## src/rtl/divider_pkg.sv

```systemverilog
// Shared constants for the shift-subtract divider.
// The defaults match the shift-add multiplier it inverts.
package divider_pkg;

    localparam int DIV_N = 8;

    function automatic int cnt_width(input int n);
        return $clog2(n) + 1;
    endfunction

    localparam int CNT_W = cnt_width(DIV_N);

    // Quotient image loaded when an operation cannot produce a real result.
    localparam logic [DIV_N-1:0] ERR_QUOT = '1;

endpackage

```

## src/rtl/divider2_step.sv

```systemverilog
// One restoring-division trial subtract on the partial remainder.
// Produces the next upper half of R and the quotient bit that shifts into the lower half.
module divider2_step #(
    parameter int N = 8
) (
    input  logic [N-1:0] rem_i,
    input  logic         msb_i,
    input  logic [N-1:0] bb_i,
    output logic [N-1:0] rem_o,
    output logic         qbit_o
);

    logic [N:0] trial;
    logic [N:0] diff;

    // The upper half is always below BB, so trial - BB never needs more than N+1 bits.
    always_comb begin
        trial  = {rem_i, msb_i};
        diff   = trial - {1'b0, bb_i};
        qbit_o = ~diff[N];
        rem_o  = qbit_o ? diff[N-1:0] : trial[N-1:0];
    end

endmodule

```

## src/rtl/divider2.sv

```systemverilog
// Sequential restoring divider: 2N-bit dividend / N-bit divisor in N cycles.
// Divide-by-zero and quotient overflow are flagged and finish after a single step.
module divider2
    import divider_pkg::*;
#(
    parameter int N = DIV_N
) (
    input  logic           clk,
    input  logic           rst_n,
    input  logic           start,
    input  logic [2*N-1:0] A,
    input  logic [N-1:0]   B,
    output logic [N-1:0]   Quotient,
    output logic [N-1:0]   Remainder,
    output logic           ready,
    output logic           div_by_zero,
    output logic           overflow
);

    localparam int CW = cnt_width(N);
    localparam logic [CW-1:0] CNT_DONE = CW'(N);
    localparam logic [N-1:0]  ERR_Q    = '1;

    logic [2*N-1:0] r_q, r_d;
    logic [N-1:0]   bb_q, bb_d;
    logic [CW-1:0]  cnt_q, cnt_d;
    logic           dz_q, dz_d;
    logic           ov_q, ov_d;
    logic [N-1:0]   rem_next;
    logic           qbit;

    divider2_step #(.N(N)) u_step (
        .rem_i  (r_q[2*N-1:N]),
        .msb_i  (r_q[N-1]),
        .bb_i   (bb_q),
        .rem_o  (rem_next),
        .qbit_o (qbit)
    );

    always_comb begin
        r_d   = r_q;
        bb_d  = bb_q;
        cnt_d = cnt_q;
        dz_d  = dz_q;
        ov_d  = ov_q;
        if (start) begin
            if (B == '0) begin
                dz_d  = 1'b1;
                ov_d  = 1'b0;
                r_d   = {{N{1'b0}}, ERR_Q};
                cnt_d = CNT_DONE - 1'b1;
            end else if (A[2*N-1:N] >= B) begin
                dz_d  = 1'b0;
                ov_d  = 1'b1;
                r_d   = {{N{1'b0}}, ERR_Q};
                cnt_d = CNT_DONE - 1'b1;
            end else begin
                dz_d  = 1'b0;
                ov_d  = 1'b0;
                r_d   = A;
                bb_d  = B;
                cnt_d = '0;
            end
        end else if (cnt_q != CNT_DONE) begin
            // Error loads keep their all-ones image; only the counter walks to done.
            if (!(dz_q || ov_q)) begin
                r_d = {rem_next, r_q[N-2:0], qbit};
            end
            cnt_d = cnt_q + 1'b1;
        end
    end

    always_ff @(posedge clk or negedge rst_n) begin
        if (!rst_n) begin
            r_q   <= '0;
            bb_q  <= '0;
            cnt_q <= CNT_DONE;
            dz_q  <= 1'b0;
            ov_q  <= 1'b0;
        end else begin
            r_q   <= r_d;
            bb_q  <= bb_d;
            cnt_q <= cnt_d;
            dz_q  <= dz_d;
            ov_q  <= ov_d;
        end
    end

    assign Quotient    = r_q[N-1:0];
    assign Remainder   = r_q[2*N-1:N];
    assign ready       = (cnt_q == CNT_DONE);
    assign div_by_zero = dz_q;
    assign overflow    = ov_q;

endmodule

```

## config.mk

```make
export PLATFORM = sky130hd
export DESIGN_NAME = divider2
export DESIGN_NICKNAME = d
export VERILOG_FILES = /design/src/rtl/divider_pkg.sv /design/src/rtl/divider2_step.sv /design/src/rtl/divider2.sv
export SDC_FILE = /design/constraint.sdc
export NUM_CORES = 1
export LEC_CHECK = 0
export ABC_AREA = 1
export ABC_CLOCK_PERIOD_IN_PS = 2700
export BUFFER_PORTS_ARGS = -buffer_cell sky130_fd_sc_hd__buf_4
export CORE_UTILIZATION = 55
export CTS_CLUSTER_DIAMETER = 100
export DETAILED_ROUTE_END_ITERATION = 10
export GPL_ROUTABILITY_DRIVEN = 1
export GPL_TIMING_DRIVEN = 0
export PLACE_DENSITY = 0.82
export SLEW_MARGIN = 20
export SYNTH_ARGS = -nofsm -noshare
export SYNTH_HDL_FRONTEND = slang
export SYNTH_SLANG_ARGS = --single-unit
```

## constraint.sdc

```tcl
create_clock -name clk -period 2.7 [get_ports clk]
set_clock_uncertainty 0.1 [all_clocks]
set_input_delay 0.54 -clock clk [delete_from_list [all_inputs] [get_ports clk]]
set_output_delay 0.54 -clock clk [all_outputs]
set_load 0.02 [all_outputs]
```

### Word-level counts from Yosys, hierarchy flattened

Index checks and enable logic that the tools add are counted.

| cells by class | value |
|---|---|
| magnitude comparators | 1 |
| add/subtract/negate cells | 2 |
| reductions and logical operators | 5 |
| eq/ne operators | 3 |
| bitwise gates (word level) | 3 |
| muxes and demuxes | 13 |

Operators by type and width:

| cell | count |
|---|---|
| $mux W16 | 5 |
| $sub A9 B8 Y9 | 1 |
| $ge A8 B8 Y1 | 1 |
| $logic_not A8 Y1 | 1 |
| $mux W4 | 2 |
| $mux W8 | 1 |
| $mux W3 | 2 |
| $add A4 B1 Y4 const B | 1 |
| $eq A4 B4 Y1 const B | 1 |
| $ne A4 B4 Y1 const B | 1 |
| $mux W1 | 3 |
| $not A1 Y1 | 3 |
| $reduce_and A3 Y1 | 1 |
| $ne A2 B2 Y1 const B | 1 |
| $reduce_and A2 Y1 | 1 |
| $reduce_bool A2 Y1 | 1 |
| $logic_or A1 B1 Y1 | 1 |

| word-level totals | value |
|---|---|
| flip-flop bits (word level) | 30 |
| bits of input ports | 27 |
| logic and storage cells | 32 |

### Longest topological paths before layout

| logic depth | value |
|---|---|
| word-level depth | 5 |
| mapped depth | 13 |
| mapped depth without buffers | 13 |

### Cells and area by module

Synthesis repeated with hierarchy kept, for this count alone.

| unflattened totals | value |
|---|---|
| cell total of the unflattened synthesis | 322 |
| area total of the unflattened synthesis | 2303.5 um^2 |

Modules (own cells, without submodules):

| module | area each (um^2) | cells an instance | times used |
|---|---|---|---|
| divider2 | 1715.4 | 217 | 1 |
| divider2_step | 588.1 | 105 | 1 |

### Worst setup path before layout

OpenSTA, ideal clock, no wires.

| timing | value |
|---|---|
| path kind | register -> register |
| start | reg r_q[7] |
| end | reg r_q[15] |
| stages on the path, launching flop included | 14 |
| arrival time | 1.772 ns |
| clock period less this slack | 1.949 ns |
| required time | 2.523 ns |
| path slack | 0.751 ns |
| cell sequence | dfrtp_1 -> inv_1 -> ha_1 -> inv_1 -> fa_1 -> nand2_1 -> nand2_1 -> nand3_4 -> nand2_4 -> nand2_8 -> nand2_4 -> nand2_1 -> nand3_1 -> a21oi_1 |

| on the way | value |
|---|---|
| cells in the longest elaborated chain, start to end | 5 |

Ends and longest elaborated chain:

| what | line | RTL |
|---|---|---|
| from (decl) | divider2.sv:24 | `logic [2*N-1:0] r_q, r_d;` |
| from (signal assigned) | divider2.sv:81 | `r_q <= r_d;` |
| $sub A9 B8 Y9 | divider2_step.sv:19 | `diff = trial - {1'b0, bb_i};` |
| $mux W8 | divider2_step.sv:21 | `rem_o = qbit_o ? diff[N-1:0] : trial[N-1:0];` |
| $mux W16 | divider2.sv:66 | `if (!(dz_q \|\| ov_q)) begin` |
| $mux W16 | divider2.sv:64 | `end else if (cnt_q != CNT_DONE) begin` |
| $mux W16 | divider2.sv:46 | `if (start) begin` |

No other way between the ends. The select of a mux whose other input is x is not followed.
A chain may end at the register's enable or synchronous reset.

### Worst setup path after layout

| timing | value |
|---|---|
| start | reg r_q[7] |
| end | reg r_q[8] |

| on the way | value |
|---|---|
| cells in the longest elaborated chain, start to end | 5 |

Ends and longest elaborated chain:

| what | line |
|---|---|
| $sub A9 B8 Y9 | divider2_step.sv:19 |
| $mux W8 (*) | divider2_step.sv:21 |
| $mux W16 (*) | divider2.sv:66 |
| $mux W16 (*) | divider2.sv:64 |
| $mux W16 (*) | divider2.sv:46 |

Every way passes the cells marked *; elsewhere a longest branch is shown, timed or not. The select of a mux whose other input is x is not followed.

==> impl_metrics.toml <==
[synthesis]
synth_nets = 354
ys.warnings.count = 0
synth_area_per_cell_um2 = 7.49
ys_seq_area_share_pct = 32.6
ys_types = 35
syn_area_um2 = 2310
syn_inst = 308
async_flop_share_pct = 100
synth_area_leaders = "dfrtp_1 (31%), nand2_1 (11%), ha_1 (9.8%)"
netlist.area_leader.share_pct = 31.5
synth_edf_count = 0
synth_area_leader_cell = "dfrtp_1"
ys_seq_elements = 30
synthFlopType = "dfrtp_1"

[timing]
fmax_ghz = 0.458
worst_pin_slew_ns = 0.441
fin_crit_sh_pct = 80.9
tns_ns = 0
finalHoldViolCount = 0
drv_slew = 0
setup_viol = 0
slew_headroom_pct = 70.6
grt_setup_unrepaired = "no"
period_needed_ns = 2.18

[run_status]
run_status = "finished clean"

[final_layout]
fin_nets = 406
syn_to_final_growth_pct = 21.5
utilization_pct = 70.0
fin_area_um2 = 2800
fillCellCount = 342
diodes = 0
drive_gt1_share_pct = 23.8
stdcell_count = 411
layout_commonest_cell = "nand2_1"
layout_common_cells = "nand2_1 (67), inv_1 (49), buf_4 (48), dfrtp_1 (29), nor2_1 (28)"
regArea_um2 = 752
multiInputGateArea_um2 = 1300

[cts]
post_cts_buffers = 0
cts_root_buf = "clkbuf_8"
cts_tree = "yes"
clk_latency_ns = 0.29
clockBufferDepth = 2
path_clk_slew_ns = 0.07
cts_resized = 0
cts_hold_buf = 0
clock_sinks = 30
cts.htree.levels = 2
numCtsBuffers = 5

[placed_design]
dp_cells = 403
portBuffers = 45
post_dp_cell_area_um2 = 2710
gp_congestion = 0.796
hpwl_um = 3970

[pwr]
leakagePower_nw = 1.50
ir_drop_mv = 0.499
power_per_cell_area_nw_per_um2 = 984

[worst_hold_path]
hold_path.class = "primary input to asynchronous set/reset pin"

[floorplanning]
fp.dieH_um = 66.8
die_area_um2 = 4460
coreArea_um2 = 4000
fp.dieW_um = 66.8
io_pins = 46
start_util_pct = 57.6
row_count = 23

[route]
drcViolationCount = 0
wl_um = 4970
vias_per_cell = 5.14
routedWlPerCell_um = 12.1
drt_first_pass_iters = 4
ant_nets = 0
drtIter0Drc = 75
num_vias = 2112

[job]
cap_violations = 0

[worst_setup_path]
cp-start-kind = "register"
worstSetupEndpointType = "register"
reg2reg_slack_ns = 0.52
rr_startpoint = "r_q[7]"
crit_path_max_fanout = 4
crit_arrival_ns = 2.30
r2r-end = "r_q[8]"
crit_type = "register to register"
ff2ff_path_depth = 11
cp.required_ns = 2.81

[global_route]
grt_pass1_vias = 1923
grt_usage_pct = 25.4
grt_pass1_wl_um = 8510
grt_max_degree = 31
grt-ovfl-total = 0
antenna_found_initial = 0
[power by group]
part           total (W)  switching, W  internal, W
Clock           0.000380      0.000176     0.000204
Sequential      0.000722      0.000138     0.000584
Combinational    0.00165      0.000983     0.000671
[through the flow]
step,hold slack [ns],total power [W],setup slack (ns)
floorplan,0.144,0.00194,0.751
global placement,0.372,0.00233,0.564
detailed placement,0.380,0.00237,0.518
CTS,0.0775,0.00275,0.510
global route,0.0831,0.00300,0.364
finish,0.0598,0.00276,0.517
[cells in the mapped netlist, types with 4 or more instances]
| master | count |
|---|---|
| nand4_1 | 8 |
| a21oi_1 | 11 |
| dfrtp_1 | 29 |
| o21ai_1 | 15 |
| nor2_1 | 28 |
| nand3_1 | 25 |
| nand2_2 | 5 |
| nand3b_1 | 8 |
| nand2_1 | 67 |
| inv_1 | 49 |
| o21ai_0 | 10 |
| ha_1 | 18 |
| nand2_4 | 4 |
[how the worst max path moves through the flow]
stage,endpoint,cells past startpoint,startpoint,slack (ns)
floorplan,r_q[15],13,r_q[7],0.75
global placement,cnt_q[0],13,B[1],0.56
detailed placement,r_q[15],13,r_q[7],0.52
finish,r_q[8],11,r_q[7],0.52
global route,r_q[12],11,r_q[7],0.36
CTS,r_q[15],13,r_q[7],0.51
[flip-flops by register name (all words and copies together) (netlist names)]
register / flops
bb_q: 8
cnt_q: 4
div_by_zero: 1
overflow: 1
r_q: 16
[layout make-up]
class / count / area share (%)
buffer: 7 / 2.14
clock buffer: 6 / 2.95
clock inverter: 2 / 0.447
inverter: 52 / 7.06
multi-input combinational: 219 / 46.3
sequential: 30 / 26.8
tap: 50 / 2.23
timing repair buffer: 45 / 12.1
[cells by family after synthesis]
| kind of cell | count (synthesis) | synth area share, % |
|---|---|---|
| adders and majority gates | 19 | 10.6 |
| xor gates and xnor gates | 3 | 1.14 |
| and+or+nand+nor | 154 | 33.4 |
| AOI/OAI and AO/OA | 43 | 11.0 |
| buffers and inverters | 59 | 11.2 |
| DFF | 30 | 32.6 |
[worst max-delay path, stage by stage, from the launching register on]
cell and delay [ns]:
dfrtp_1 0.39, inv_1 0.10, ha_1 0.16, inv_1 0.06
fa_1 0.40, nand2_1 0.08, nand2_1 0.14, nand3_4 0.15
nand3_1 0.16, nand3_1 0.14, nand3_1 0.09, a21oi_1 0.14
[metal layers]
layer  share of wire (%)  routed length [um]  GRT usage, %
met2                  46                2310          38.4
met3                 2.9                 146          5.14
met1                  50                2470          36.8
met5                   0                   0             0
met4                0.97                  48          6.12
No activity file was read; power rests on OpenSTA's default activity.
